**src/rtl/rgb_column_feeder.sv**
```systemverilog
// rgb_column_feeder: buffers three image rows per colour channel and sweeps
// 3x3 windows across them, presenting one 3-row column per cycle to a
// downstream array, together with the kernel weights captured at frame start.
module rgb_column_feeder #(
  parameter int DATA_WIDTH = 8,
  parameter int IMG_W      = 8,
  parameter int IMG_H      = 8
) (
  input  logic                    clk,
  input  logic                    rst_n,
  input  logic                    start,
  input  logic [9*DATA_WIDTH-1:0] kernel_r,
  input  logic [9*DATA_WIDTH-1:0] kernel_g,
  input  logic [9*DATA_WIDTH-1:0] kernel_b,
  input  logic                    pix_valid,
  input  logic [DATA_WIDTH-1:0]   pix_r,
  input  logic [DATA_WIDTH-1:0]   pix_g,
  input  logic [DATA_WIDTH-1:0]   pix_b,
  output logic                    pix_ready,
  output logic                    load_weight,
  output logic [9*DATA_WIDTH-1:0] weights_r,
  output logic [9*DATA_WIDTH-1:0] weights_g,
  output logic [9*DATA_WIDTH-1:0] weights_b,
  output logic [3*DATA_WIDTH-1:0] input_col_r,
  output logic [3*DATA_WIDTH-1:0] input_col_g,
  output logic [3*DATA_WIDTH-1:0] input_col_b,
  output logic                    col_valid,
  output logic                    total_window_done,
  output logic                    frame_done,
  output logic                    busy
);

  localparam int DW = DATA_WIDTH;
  localparam int CW = $clog2(IMG_W);
  localparam int RW = $clog2(IMG_H + 1);

  typedef enum logic [2:0] {IDLE, LOAD_W, FILL, SWEEP, WDONE, FINISH} state_t;

  state_t             r_state;
  state_t             w_state_next;
  logic               r_start;
  logic [CW-1:0]      r_col;
  logic [RW-1:0]      r_rows;
  logic [1:0]         r_wslot;
  logic [CW-1:0]      r_x0;
  logic [1:0]         r_k;
  logic [9*DW-1:0]    r_weights_r;
  logic [9*DW-1:0]    r_weights_g;
  logic [9*DW-1:0]    r_weights_b;

  logic               w_accept;
  logic               w_row_end;
  logic               w_last_x0;
  logic               w_rows_full;
  logic               w_start_take;
  logic               w_col_valid;
  logic [CW-1:0]      w_cidx;
  logic [1:0]         w_slot_mid;
  logic [1:0]         w_slot_new;

  assign w_accept     = (r_state == FILL) && pix_valid;
  assign w_row_end    = w_accept && (r_col == CW'(IMG_W - 1));
  assign w_last_x0    = (r_x0 == CW'(IMG_W - 3));
  assign w_rows_full  = (r_rows == RW'(IMG_H));
  // Start is registered once before it moves the FSM; a second start while
  // the first is pending is dropped so the captured kernel stays stable.
  assign w_start_take = start && (r_state == IDLE) && !r_start;
  assign w_col_valid  = (r_state == SWEEP);
  assign w_cidx       = r_x0 + CW'(r_k);

  // After a row completes, the write slot points at the oldest of the three
  // buffered rows; the other two follow it in ring order.
  assign w_slot_mid = (r_wslot == 2'd2) ? 2'd0 : r_wslot + 2'd1;
  assign w_slot_new = (r_wslot == 2'd0) ? 2'd2 : r_wslot - 2'd1;

  // State register.
  always_ff @(posedge clk or negedge rst_n) begin
    if (!rst_n) r_state <= IDLE;
    else        r_state <= w_state_next;
  end

  // Next-state decode.
  always_comb begin
    w_state_next = r_state;
    case (r_state)
      IDLE:   if (r_start) w_state_next = LOAD_W;
      LOAD_W: w_state_next = FILL;
      FILL:   if (w_row_end && (r_rows >= RW'(2))) w_state_next = SWEEP;
      SWEEP:  if (r_k == 2'd2) w_state_next = WDONE;
      WDONE: begin
        if (!w_last_x0)      w_state_next = SWEEP;
        else if (w_rows_full) w_state_next = FINISH;
        else                 w_state_next = FILL;
      end
      FINISH: w_state_next = IDLE;
      default: w_state_next = IDLE;
    endcase
  end

  // Start capture, kernel capture and raster / window counters.
  always_ff @(posedge clk or negedge rst_n) begin
    if (!rst_n) begin
      r_start     <= 1'b0;
      r_col       <= '0;
      r_rows      <= '0;
      r_wslot     <= '0;
      r_x0        <= '0;
      r_k         <= '0;
      r_weights_r <= '0;
      r_weights_g <= '0;
      r_weights_b <= '0;
    end else begin
      r_start <= w_start_take;
      if (w_start_take) begin
        r_weights_r <= kernel_r;
        r_weights_g <= kernel_g;
        r_weights_b <= kernel_b;
      end
      case (r_state)
        IDLE: begin
          if (r_start) begin
            r_col   <= '0;
            r_rows  <= '0;
            r_wslot <= '0;
            r_x0    <= '0;
            r_k     <= '0;
          end
        end
        FILL: begin
          if (w_accept) begin
            if (w_row_end) begin
              r_col   <= '0;
              r_rows  <= r_rows + RW'(1);
              r_wslot <= (r_wslot == 2'd2) ? 2'd0 : r_wslot + 2'd1;
              r_x0    <= '0;
              r_k     <= '0;
            end else begin
              r_col <= r_col + CW'(1);
            end
          end
        end
        SWEEP: r_k <= r_k + 2'd1;
        WDONE: begin
          r_k <= '0;
          if (!w_last_x0) r_x0 <= r_x0 + CW'(1);
        end
        default: ;
      endcase
    end
  end

  logic [DW-1:0]   w_pix [3];
  logic [3*DW-1:0] w_col [3];

  assign w_pix[0] = pix_r;
  assign w_pix[1] = pix_g;
  assign w_pix[2] = pix_b;

  genvar gi;
  generate
    for (gi = 0; gi < 3; gi++) begin : g_chan
      logic [DW-1:0] r_lb [3][IMG_W];

      // Three-row line buffer for one colour channel, written in raster order.
      always_ff @(posedge clk) begin
        if (w_accept) r_lb[r_wslot][r_col] <= w_pix[gi];
      end

      assign w_col[gi] = w_col_valid ?
                         {r_lb[w_slot_new][w_cidx], r_lb[w_slot_mid][w_cidx], r_lb[r_wslot][w_cidx]} :
                         '0;
    end
  endgenerate

  assign pix_ready         = (r_state == FILL);
  assign load_weight       = (r_state == LOAD_W);
  assign col_valid         = w_col_valid;
  assign total_window_done = (r_state == WDONE);
  assign frame_done        = (r_state == FINISH);
  assign busy              = (r_state != IDLE);
  assign weights_r         = r_weights_r;
  assign weights_g         = r_weights_g;
  assign weights_b         = r_weights_b;
  assign input_col_r       = w_col[0];
  assign input_col_g       = w_col[1];
  assign input_col_b       = w_col[2];

endmodule

```
**config.mk**
```make
export PLATFORM = sky130hd
export DESIGN_NAME = rgb_column_feeder
export DESIGN_NICKNAME = d
export VERILOG_FILES = /design/src/rtl/rgb_column_feeder.sv
export SDC_FILE = /design/constraint.sdc
export NUM_CORES = 1
export LEC_CHECK = 0
export BUFFER_PORTS_ARGS = -buffer_cell sky130_fd_sc_hd__buf_4
export CORE_UTILIZATION = 58
export CTS_BUF_LIST = sky130_fd_sc_hd__clkbuf_8 sky130_fd_sc_hd__clkbuf_16
export CTS_CLUSTER_DIAMETER = 150
export DETAILED_ROUTE_END_ITERATION = 10
export PLACE_DENSITY = 0.84
export SETUP_SLACK_MARGIN = 0.15
export SLEW_MARGIN = 20
export SYNTH_ARGS = -nofsm -noshare
export SYNTH_HDL_FRONTEND = slang
export SYNTH_SLANG_ARGS = --single-unit
```
**constraint.sdc**
```tcl
create_clock -name clk -period 6.43 [get_ports clk]
set_input_delay 0.643 -clock clk [delete_from_list [all_inputs] [get_ports clk]]
set_output_delay 0.643 -clock clk [all_outputs]
set_load 0.1 [all_outputs]
```
==> results summary <==
Of the synthesized area, sequential elements account for 0.570. The total global routing track utilization came out at 0.368. sky130_fd_sc_hd__edfxtp_1 is the most common cell in the netlist. The mean instance size in the synthesized netlist came out at 15.4 um2. The slowest cell on the critical path is sky130_fd_sc_hd__buf_4. For this run, the slowest stage of the critical path takes 940 ps. The maximum number of pins on one net before global-route repair came out at 163. The final critical-path setup slack is 700 ps. The run finished with clean final reports. Measured against its own limit, the worst slew margin works out to 0.188. The critical path goes through buf_4 > buf_4 > mux2i_1 > o21ai_0 > a21oi_1 > o22ai_1 > buf_4. Of the cells placed in the final design, the portion with a size suffix greater than 1 is 0.407. After synthesis, the most frequently instantiated cells are 576 x sky130_fd_sc_hd__edfxtp_1, 329 x sky130_fd_sc_hd__mux2_2, 261 x sky130_fd_sc_hd__mux2i_1, 234 x sky130_fd_sc_hd__dfrtp_1, 196 x sky130_fd_sc_hd__mux4_2. The first-pass iteration count of the detailed router is 7.

The slew at the pin closest to its max-slew limit is 1220 ps. The min-delay analysis places its worst path in the category in2reg. The count of flip-flops with a built-in enable after synthesis is 576. Summed over all nets, the half-perimeter wirelength after detailed placement is 84800 um. Setup repair after global routing left no endpoint under its margin. After routing, the total negative slack on setup checks comes to 0 ps. The clock insertion delay at the later pin of the skew report came out at 660 ps. The area of the multi-input gates is 0.0163 mm2. The tool flagged a number of max-cap violations equal to 0. The setup-violating endpoint count in the final report came out at 0. The vias per cell came out at 6.96. Yosys mapped the design onto 72 distinct sky130hd cell types. In the final routing, the length of wire on met1 measures 45000 um.

The first global-routing pass estimated 191000 um of wire. The worst setup path is launched from a flop. After detailed routing, the met3 layer carries 16800 um of wire. Detailed routing inserted a total of 28800 vias. The count of input and output buffers came out at 537. The count of endpoints failing hold in the final timing report is 0.

Sorting the synthesized cells by area gives the leading types as sky130_fd_sc_hd__edfxtp_1 43%, sky130_fd_sc_hd__dfrtp_1 14%, sky130_fd_sc_hd__mux4_2 11%. The worst-case IR drop observed on VDD is 0.000743 V. No sink is reached through more buffers than the 3 on the longest clock path. Dividing total power by cell area gives a power density of 536 mW/mm2. The total number of yosys warnings came out at 0. The worst setup path is of the reg2out kind. The reported leakage power came out at 17.8 nW. The number of levels the H-tree was split into came out at 3. The post-detailed-route count of antenna-violating nets is 0. The clock root buffer master is sky130_fd_sc_hd__clkbuf_16. The net count after synthesis came out at 2898. The final RePlAce weighted congestion came out at 0.927.

The average detailed-routed wire length per instance came out at 31.6 um. The die covers 0.0711 mm2. The highest metal layer with signal wires is met5. The clock transition at the registers of the reported paths is 60 ps.

The fill cell total of the finished layout came out at 4505. The critical path data arrival time is 5090 ps. The prevailing post-synth register cell is sky130_fd_sc_hd__edfxtp_1. The detailed router's first-iteration violation count came out at 3899. The final net count came out at 3391. The data required time at the worst endpoint is 5790 ps. The kind of cell with the highest combined delay on the critical path is buffers and inverters. Detailed routing placed a total of 61000 um of wire on met2.

The number of instances in the synthesized netlist is 2639. The share of synthesized area in the top cell type comes to 0.426. The initialized floorplan defines 96 standard-cell rows. The starting utilization of the core area is 0.590. The die boundary height is 267 um. The final wirelength is 131000 um.

After synthesis the netlist holds a flip-flop and latch count of 810. The synthesized design spends more area on one cell type than any other, namely sky130_fd_sc_hd__edfxtp_1. The pre-CTS setup slack came out at 1500 ps. The final core utilization came out at 0.701. From left edge to right edge, the die measures 267 um. Timing would allow up to 175 MHz.

The number of CTS-inserted buffers is 88. The total overflow left after global routing is 0. The worst setup path is captured at an output port. Together, buffers and inverters on the worst path number 3.

The area growth from synthesis to final layout is 18.8%. For this design, the sink count on the clock tree is 810. The most numerous cell type found on the critical path is sky130_fd_sc_hd__buf_4. After detailed routing, the number of remaining DRC violations is 0. The number of antenna violations at the first check in global routing is 5. The number of pins with negative max-slew slack in the final report came out at 0. The maximum fanout along the worst path came out at 64. The post-route fraction of the period consumed by the critical path came out at 0.891. The final setup skew is 17.5 ps. The area taken by flip-flops and latches is 0.0232 mm2. The share of synthesized flip-flops with an asynchronous set or reset came out at 0.289. The combined area of all synthesized cells is 0.0406 mm2. The I/O pin count is 538. The region available for standard cell placement spans 0.0689 mm2.

The via count of the first global-routing pass came to 29300. The post-layout minimum cycle time came out at 5730 ps. TritonCTS built the clock tree.
## layer usage
metal | global-route usage | vias to the layer above
li1 | - | 11600
met1 | 0.470 | 14400
met2 | 0.576 | 2310
met3 | 0.0998 | 532
met4 | 0.198 | 4
met5 | 0 | -
## per-stage QoR
step                      hold slack, ps  area (um2)  instances  total power [mW]
after global placement               471       45400       3972              20.6
final                                203       48300       4141              25.9
after floorplan                      347       40600       2639              17.7
after CTS                            182       48300       4135              25.8
after global routing                 196       48300       4138              26.5
after detailed placement             476       45400       3972              20.8
## report_power, final
part / internal, mW / total (mW) / switching, mW / leakage (nW)
sequential: 6.43 / 7.03 / 0.596 / 7.97
clock: 2.91 / 5.02 / 2.11 / 1.52
combinational: 3.70 / 13.9 / 10.1 / 8.34
## worst reg2reg max path, stage by stage, from the launching register on
cell and delay [ps]:
sky130_fd_sc_hd__dfrtp_2 410, sky130_fd_sc_hd__inv_2 70, sky130_fd_sc_hd__buf_4 840, sky130_fd_sc_hd__ha_4 630, sky130_fd_sc_hd__buf_4 720, sky130_fd_sc_hd__and2_1 860, sky130_fd_sc_hd__buf_4 520
## state kept, by name, summed over array words and instances (netlist names)
register,count
weights_r,72
r_wslot,2
r_start,1
g_chan.r_lb,576
r_col,3
r_rows,4
r_k,2
weights_g,72
weights_b,72
r_x0,3
r_state,3
## cell usage in the layout (no fill, tap or decap), types with 27 or more instances in the layout
| master | n |
|---|---|
| sky130_fd_sc_hd__nor2_1 | 41 |
| sky130_fd_sc_hd__o211ai_1 | 27 |
| sky130_fd_sc_hd__inv_1 | 38 |
| sky130_fd_sc_hd__o21ai_1 | 33 |
| sky130_fd_sc_hd__buf_4 | 603 |
| sky130_fd_sc_hd__nand2_1 | 97 |
| sky130_fd_sc_hd__mux2_1 | 63 |
| sky130_fd_sc_hd__mux2i_1 | 261 |
| sky130_fd_sc_hd__mux4_2 | 196 |
| sky130_fd_sc_hd__clkbuf_16 | 91 |
| sky130_fd_sc_hd__edfxtp_1 | 576 |
| sky130_fd_sc_hd__o21ai_0 | 56 |
| sky130_fd_sc_hd__mux2_2 | 329 |
| sky130_fd_sc_hd__a21oi_1 | 94 |
| sky130_fd_sc_hd__a22oi_1 | 56 |
| sky130_fd_sc_hd__dfrtp_1 | 232 |
| sky130_fd_sc_hd__o22ai_1 | 36 |
## final timing paths
path / depth (start not counted) / slack, ps / to / startpoint
max reg2reg: 6 / 2020 / g_chan[0].r_lb[1][17]$_DFFE_PP_ / r_wslot[1]$_DFFE_PN0P_
min reg2reg: 1 / 480 / weights_r[8]$_DFFE_PN0P_ / weights_r[8]$_DFFE_PN0P_
min in group asynchronous: 2 / 590 / weights_b[70]$_DFFE_PN0P_ / rst_n
min: 2 / 200 / weights_g[62]$_DFFE_PN0P_ / kernel_g[62]
max: 7 / 700 / input_col_b[3] / r_wslot[0]$_DFFE_PN0P_
max in group asynchronous: 3 / 4550 / weights_b[57]$_DFFE_PN0P_ / rst_n
## area by class of cell
class	count	area share
well taps	931	0.0241
diodes	6	0.000311
clock inverters	55	0.00785
clock buffers	107	0.0517
inverters	15	0.00117
repair buffers	613	0.0975
flip-flops and latches	810	0.479
multi-input cells	1604	0.338
## kinds of logic (layout without fill, tap and decap cells)
group	Yosys count	after routing	synth area share
AOI/OAI and AO/OA	450	450	0.0754
xor gates and xnor gates	3	3	0.000831
adders and majority gates	15	15	0.00480
buffers and inverters	225	790	0.0323
DFF	810	810	0.570
muxes	850	850	0.282
other	0	6	0
and+or+nand+nor	286	286	0.0349
## what timing repair did
action | CTS | global route
buffers inserted | 0 | 0
gates resized for setup | 0 | 0
hold endpoints to repair | 71 | 0
hold buffers | 1 | 0
(Power assumes the default switching activity.)
